**config.mk**
```make
export PLATFORM = sky130hd
export DESIGN_NAME = shift_add_arbiter
export DESIGN_NICKNAME = d
export VERILOG_FILES = /design/src/rtl/shift_add_arbiter.sv
export SDC_FILE = /design/constraint.sdc
export NUM_CORES = 1
export LEC_CHECK = 0
export ABC_AREA = 0
export BUFFER_PORTS_ARGS = -buffer_cell sky130_fd_sc_hd__buf_2
export CORE_ASPECT_RATIO = 1.75
export CORE_MARGIN = 2
export CORE_UTILIZATION = 45
export CTS_CLUSTER_DIAMETER = 40
export DETAILED_ROUTE_END_ITERATION = 8
export GPL_TIMING_DRIVEN = 0
export PLACE_DENSITY = 0.67
export REMOVE_ABC_BUFFERS = 1
export SETUP_SLACK_MARGIN = 0.3
export SLEW_MARGIN = 40
export SYNTH_ARGS = -nofsm -noshare
export SYNTH_HDL_FRONTEND = slang
export SYNTH_SLANG_ARGS = --single-unit
```
**constraint.sdc**
```tcl
create_clock -name clk -period 2.1 [get_ports clk]
set_input_delay 0.21 -clock clk [delete_from_list [all_inputs] [get_ports clk]]
set_output_delay 0.21 -clock clk [all_outputs]
set_load 0.005 [all_outputs]
```
**src/rtl/shift_add_arbiter.sv**
```systemverilog
// Two-requester round-robin arbiter sharing one add / serial-shift datapath.
// Ports: req_{valid,ready,op,a,b}_{0,1} command channels; rsp_* result strobe; busy.
module shift_add_arbiter #(
  parameter int WIDTH = 8,
  parameter int SHW   = 3
) (
  input  logic             clk,
  input  logic             rst_n,
  input  logic             req_valid_0,
  output logic             req_ready_0,
  input  logic [1:0]       req_op_0,
  input  logic [WIDTH-1:0] req_a_0,
  input  logic [WIDTH-1:0] req_b_0,
  input  logic             req_valid_1,
  output logic             req_ready_1,
  input  logic [1:0]       req_op_1,
  input  logic [WIDTH-1:0] req_a_1,
  input  logic [WIDTH-1:0] req_b_1,
  output logic             rsp_valid,
  output logic             rsp_id,
  output logic [WIDTH-1:0] rsp_data,
  output logic             rsp_carry,
  output logic             busy
);

  localparam logic [1:0] IDLE = 2'd0;
  localparam logic [1:0] EXEC = 2'd1;
  localparam logic [1:0] DONE = 2'd2;

  localparam logic [1:0] OP_ADD  = 2'd0;
  localparam logic [1:0] OP_SHL  = 2'd1;
  localparam logic [1:0] OP_SHR  = 2'd2;
  localparam logic [1:0] OP_PASS = 2'd3;

  logic [1:0]       state_q, state_d;
  logic             last_grant_q, last_grant_d;
  logic [1:0]       op_q, op_d;
  logic [WIDTH-1:0] b_q, b_d;
  logic             id_q, id_d;
  logic [WIDTH-1:0] acc_q, acc_d;
  logic [SHW-1:0]   count_q, count_d;
  logic             rsp_valid_q, rsp_valid_d;
  logic             rsp_id_q, rsp_id_d;
  logic [WIDTH-1:0] rsp_data_q, rsp_data_d;
  logic             rsp_carry_q, rsp_carry_d;
  logic             busy_q, busy_d;

  logic             idle;
  logic             gnt_1;
  logic             accept;
  logic [WIDTH:0]   sum;
  logic             finish;
  logic             carry_n;
  logic [WIDTH-1:0] sel_b;

  // On a tie the port that did not win last time gets the grant.
  assign idle   = (state_q == IDLE);
  assign gnt_1  = (req_valid_0 && req_valid_1) ? !last_grant_q
                                               : req_valid_1;
  assign req_ready_0 = idle && req_valid_0 && !gnt_1;
  assign req_ready_1 = idle && req_valid_1 && gnt_1;
  assign accept = req_ready_0 || req_ready_1;

  assign sum   = {1'b0, acc_q} + {1'b0, b_q};
  assign sel_b = gnt_1 ? req_b_1 : req_b_0;

  always_comb begin
    state_d      = state_q;
    last_grant_d = last_grant_q;
    op_d         = op_q;
    b_d          = b_q;
    id_d         = id_q;
    acc_d        = acc_q;
    count_d      = count_q;
    rsp_valid_d  = 1'b0;
    rsp_id_d     = rsp_id_q;
    rsp_data_d   = rsp_data_q;
    rsp_carry_d  = rsp_carry_q;
    finish       = 1'b0;
    carry_n      = 1'b0;
    unique case (state_q)
      IDLE: begin
        if (accept) begin
          op_d         = gnt_1 ? req_op_1 : req_op_0;
          acc_d        = gnt_1 ? req_a_1 : req_a_0;
          b_d          = sel_b;
          count_d      = sel_b[SHW-1:0];
          id_d         = gnt_1;
          last_grant_d = gnt_1;
          state_d      = EXEC;
        end
      end
      EXEC: begin
        unique case (op_q)
          OP_ADD: begin
            acc_d   = sum[WIDTH-1:0];
            carry_n = sum[WIDTH];
            finish  = 1'b1;
          end
          OP_SHL: begin
            if (count_q != '0) begin
              acc_d   = {acc_q[WIDTH-2:0], 1'b0};
              count_d = count_q - SHW'(1);
            end else begin
              finish = 1'b1;
            end
          end
          OP_SHR: begin
            if (count_q != '0) begin
              acc_d   = {1'b0, acc_q[WIDTH-1:1]};
              count_d = count_q - SHW'(1);
            end else begin
              finish = 1'b1;
            end
          end
          OP_PASS: finish = 1'b1;
          default: finish = 1'b1;
        endcase
        // The response registers load on the edge entering DONE so the
        // strobe lines up with the DONE cycle.
        if (finish) begin
          state_d     = DONE;
          rsp_valid_d = 1'b1;
          rsp_data_d  = acc_d;
          rsp_id_d    = id_q;
          rsp_carry_d = carry_n;
        end
      end
      DONE:    state_d = IDLE;
      default: state_d = IDLE;
    endcase
    busy_d = (state_d != IDLE);
  end

  always_ff @(posedge clk or negedge rst_n) begin
    if (!rst_n) begin
      state_q      <= IDLE;
      last_grant_q <= 1'b1;
      op_q         <= '0;
      b_q          <= '0;
      id_q         <= 1'b0;
      acc_q        <= '0;
      count_q      <= '0;
      rsp_valid_q  <= 1'b0;
      rsp_id_q     <= 1'b0;
      rsp_data_q   <= '0;
      rsp_carry_q  <= 1'b0;
      busy_q       <= 1'b0;
    end else begin
      state_q      <= state_d;
      last_grant_q <= last_grant_d;
      op_q         <= op_d;
      b_q          <= b_d;
      id_q         <= id_d;
      acc_q        <= acc_d;
      count_q      <= count_d;
      rsp_valid_q  <= rsp_valid_d;
      rsp_id_q     <= rsp_id_d;
      rsp_data_q   <= rsp_data_d;
      rsp_carry_q  <= rsp_carry_d;
      busy_q       <= busy_d;
    end
  end

  assign rsp_valid = rsp_valid_q;
  assign rsp_id    = rsp_id_q;
  assign rsp_data  = rsp_data_q;
  assign rsp_carry = rsp_carry_q;
  assign busy      = busy_q;

endmodule
```
==> reports/qor.json <==
{
  "worst_slew_pin_slew": {"value": 557, "unit": "ps"},
  "synth_edf_count": {"value": 0},
  "mappedNetlistArea": {"value": 2460, "unit": "um2"},
  "drt_pass1_iterations": {"value": 4},
  "drt-wirelength-per-cell": {"value": 17.6, "unit": "um"},
  "crit_path_end": {"value": "acc_q[2]"},
  "ios": {"value": 54},
  "clock-sinks": {"value": 37},
  "critPathSlowestCell": {"value": "sky130_fd_sc_hd__dfrtp_1"},
  "synthMostInstantiatedCell": {"value": "sky130_fd_sc_hd__o21ai_0"},
  "globalRoute.totalOverflow": {"value": 0},
  "port-buffer-count": {"value": 53},
  "cts-root-to-sink-buffers": {"value": 2},
  "htree_levels": {"value": 2},
  "grt_use_met2": {"value": 45.0, "unit": "%"},
  "viasPerCell": {"value": 5.88},
  "synthDominantAreaCellType": {"value": "sky130_fd_sc_hd__dfrtp_1"},
  "worst-path-max-fanout": {"value": 2},
  "worst_setup_path_start_kind": {"value": "register"},
  "dieWidth": {"value": 59.9, "unit": "um"},
  "cts-root-buf": {"value": "sky130_fd_sc_hd__clkbuf_8"},
  "worst-endpoint-arrival": {"value": 2140, "unit": "ps"},
  "detailed_place.area": {"value": 2710, "unit": "um2"},
  "timing.rr.start": {"value": "acc_q[0]"},
  "yosys-top-cells-count": {"value": "sky130_fd_sc_hd__o21ai_0, sky130_fd_sc_hd__dfrtp_1, sky130_fd_sc_hd__a21oi_1, sky130_fd_sc_hd__nand2_1, sky130_fd_sc_hd__nor2_1"},
  "grt_pass1_vias": {"value": 2271},
  "cts_tree": {"value": "built"},
  "final-setup-viol-count": {"value": 0},
  "diodes": {"value": 0},
  "power_density": {"value": 1870, "unit": "nW/um2"},
  "slowest_delay": {"value": 380, "unit": "ps"},
  "synth_flop_cell": {"value": "sky130_fd_sc_hd__dfrtp_1"},
  "regToRegSetupSlack": {"value": 180, "unit": "ps"},
  "globalRoute.busiestLayer": {"value": "met2"},
  "synth_sequential_area_ratio": {"value": 37.7, "unit": "%"},
  "flow.area_growth_from_synthesis": {"value": 33.0, "unit": "%"},
  "post-route-min-period": {"value": 1920, "unit": "ps"},
  "drc": {"value": 0},
  "gr-usage-met3": {"value": 3.19, "unit": "%"},
  "fp.coreArea": {"value": 5260, "unit": "um2"},
  "place_hpwl": {"value": 4600, "unit": "um"},
  "initial_utilization": {"value": 46.8, "unit": "%"},
  "layout-drive-gt1-share": {"value": 39.7, "unit": "%"},
  "grtUsageMet1": {"value": 27.0, "unit": "%"},
  "antenna_violations_before_repair": {"value": 0},
  "cp_data_required_time": {"value": 2320, "unit": "ps"},
  "leakage": {"value": 1.49, "unit": "nW"},
  "globalplace.congestion": {"value": 0.885},
  "hold_viol": {"value": 0},
  "unrepaired_setup_endpoints_after_global_routing": {"value": "yes"},
  "finish.net_count": {"value": 402},
  "worst-setup-path-type": {"value": "reg -> reg"},
  "synth.lib_cells_used.distinct": {"value": 54},
  "ys_async_sr_fraction": {"value": 100, "unit": "%"},
  "ys_ff_latch": {"value": 37},
  "detail_route_antenna_nets": {"value": 0},
  "yosys_warnings": {"value": 0},
  "grt_max_degree": {"value": 38},
  "worst_setup_hold_path_clk_slew": {"value": 80, "unit": "ps"},
  "count_of_mapped_cells_out_of_synthesis": {"value": 278},
  "post_synth_main_area_contributors": {"value": "sky130_fd_sc_hd__dfrtp_1, sky130_fd_sc_hd__o21ai_0, sky130_fd_sc_hd__mux2i_1"},
  "worstSetupStartpoint": {"value": "acc_q[0]"},
  "worst_r2r_endpoint": {"value": "acc_q[2]"},
  "hp-class": {"value": "in -> reg"},
  "die-height": {"value": 102, "unit": "um"},
  "dr_total_vias": {"value": 2371},
  "worst_r2r_path_depth": {"value": 9},
  "grt_pass1_wl": {"value": 11000, "unit": "um"},
  "run_status": {"value": "finished clean"},
  "clk_latency": {"value": 300, "unit": "ps"},
  "final_core_util": {"value": 62.2, "unit": "%"},
  "min_period_over_period": {"value": 91.5, "unit": "%"},
  "max_cap_viol_count": {"value": 0},
  "design.die.area": {"value": 6090, "unit": "um2"},
  "cts-buffers-inserted": {"value": 5},
  "critPathCaptureType": {"value": "register"},
  "drt_iter0_markers": {"value": 127},
  "max_freq": {"value": 0.520, "unit": "GHz"},
  "worst_path_cell_trace": {"value": "ha_2, inv_2, fa_2, buf_4, xnor2_1, nand2_1, a21oi_2, o22ai_2, o21ai_1"},
  "rows": {"value": 35},
  "max-vdd-ir-drop": {"value": 0.710, "unit": "mV"},
  "skew": {"value": 12.6, "unit": "ps"},
  "syn_area_per_cell": {"value": 8.84, "unit": "um2"},
  "finalMaxSlewViolations": {"value": 0},
  "synth_top_cell_area_share": {"value": 36.6, "unit": "%"},
  "grtUsageTotal": {"value": 24.4, "unit": "%"},
  "final_design_area_no_fill": {"value": 3270, "unit": "um2"},
  "postRouteWirelength": {"value": 7110, "unit": "um"},
  "timing.max_slew.rel_slack": {"value": 62.8, "unit": "%"}
}
## how the worst min path moves through the flow
stage / cells after the start / slack (ps) / startpoint / endpoint
floorplan: 0 / -90 / rst_n / acc_q[0]
global placement: 1 / 370 / rst_n / op_q[0]
detailed placement: 1 / 200 / rst_n / op_q[1]
CTS: 3 / 210 / req_b_0[4] / b_q[4]
global route: 3 / 240 / req_b_1[4] / b_q[4]
finish: 3 / 200 / req_b_0[4] / b_q[4]
## report_power, final
| part | leakage, nW | switching [mW] | internal (mW) |
|---|---|---|---|
| Combinational | 0.994 | 2.10 | 1.89 |
| Sequential | 0.435 | 0.374 | 1.08 |
| Clock | 0.0574 | 0.278 | 0.386 |
## flip-flops by register name, summed over array words and instances (netlist names)
signal        count
rsp_data          8
rsp_valid         1
last_grant_q      1
b_q               8
busy              1
acc_q             8
op_q              2
rsp_carry         1
rsp_id            1
count_q           3
state_q           2
id_q              1
## placed cells by master, fill, tap and decap left out, types with 3 or more instances in the layout
| cell | instances |
|---|---|
| sky130_fd_sc_hd__a31oi_1 | 5 |
| sky130_fd_sc_hd__a21oi_2 | 5 |
| sky130_fd_sc_hd__dfrtp_1 | 31 |
| sky130_fd_sc_hd__o21ai_1 | 12 |
| sky130_fd_sc_hd__buf_4 | 21 |
| sky130_fd_sc_hd__a21oi_1 | 21 |
| sky130_fd_sc_hd__dfrtp_2 | 5 |
| sky130_fd_sc_hd__buf_2 | 52 |
| sky130_fd_sc_hd__nand3_1 | 3 |
| sky130_fd_sc_hd__clkbuf_8 | 6 |
| sky130_fd_sc_hd__ha_4 | 8 |
| sky130_fd_sc_hd__o31ai_1 | 3 |
| sky130_fd_sc_hd__o21ai_0 | 29 |
| sky130_fd_sc_hd__mux2i_1 | 16 |
| sky130_fd_sc_hd__nand2b_1 | 3 |
| sky130_fd_sc_hd__inv_1 | 13 |
| sky130_fd_sc_hd__nand2_1 | 23 |
| sky130_fd_sc_hd__nor2_1 | 21 |
| sky130_fd_sc_hd__ha_2 | 4 |
| sky130_fd_sc_hd__mux2_2 | 3 |
| sky130_fd_sc_hd__nor3_1 | 3 |
## per-layer routing
| layer | vias to the layer above | share of wire [%] |
|---|---|---|
| met1 | 1151 | 35 |
| met4 | 0 | 3.5 |
| met3 | 22 | 3.6 |
| met5 | - | 0 |
| met2 | 68 | 57 |
| li1 | 1130 | - |
## metrics by stage
step	setup TNS, ps	worst slack, ps	hold WS [ps]	total power [mW]	instances
floorplan	0	239	-85.6	3.35	264
global placement	-898	-162	366	4.08	372
detailed placement	-51.9	-25.1	201	4.17	372
CTS	0	154	210	5.46	390
global route	0	106	239	6.59	403
finish	0	179	198	6.11	403
## worst max-delay path: cells and delay by family (launching register included)
kind	cells	cell delay (ps)
AOI/OAI and AO/OA	3	440
xor gates and xnor gates	1	140
adders and majority gates	2	580
buffers and inverters	2	190
DFF	1	380
and+or+nand+nor	1	120
## area by class of cell
class | count | area [um2]
clock buffers | 6 | 82.6
clock inverters | 2 | 37.5
fillers | 461 | 1980
inverters | 16 | 62.6
multi-input cells | 212 | 1650
flip-flops and latches | 37 | 933
well taps | 55 | 68.8
repair buffers | 75 | 439
## cells by family after synthesis
family	count (synthesis)	share of synthesized area (%)
compound gates	102	25.1
simple gates	72	14.0
flops	37	37.7
buf+inv	30	6.16
mux	21	8.70
fa+ha+maj	15	7.94
xor+xnor	1	0.356
## what timing repair did
action	CTS	global route
gates resized for setup	36	28
cloned	1	0
buffers inserted	8	13
endpoints found under the hold margin	36	0
hold buffers	1	0
pin swaps	14	11
endpoints found under the setup margin	23	19
No activity file was read; power rests on OpenSTA's default activity.
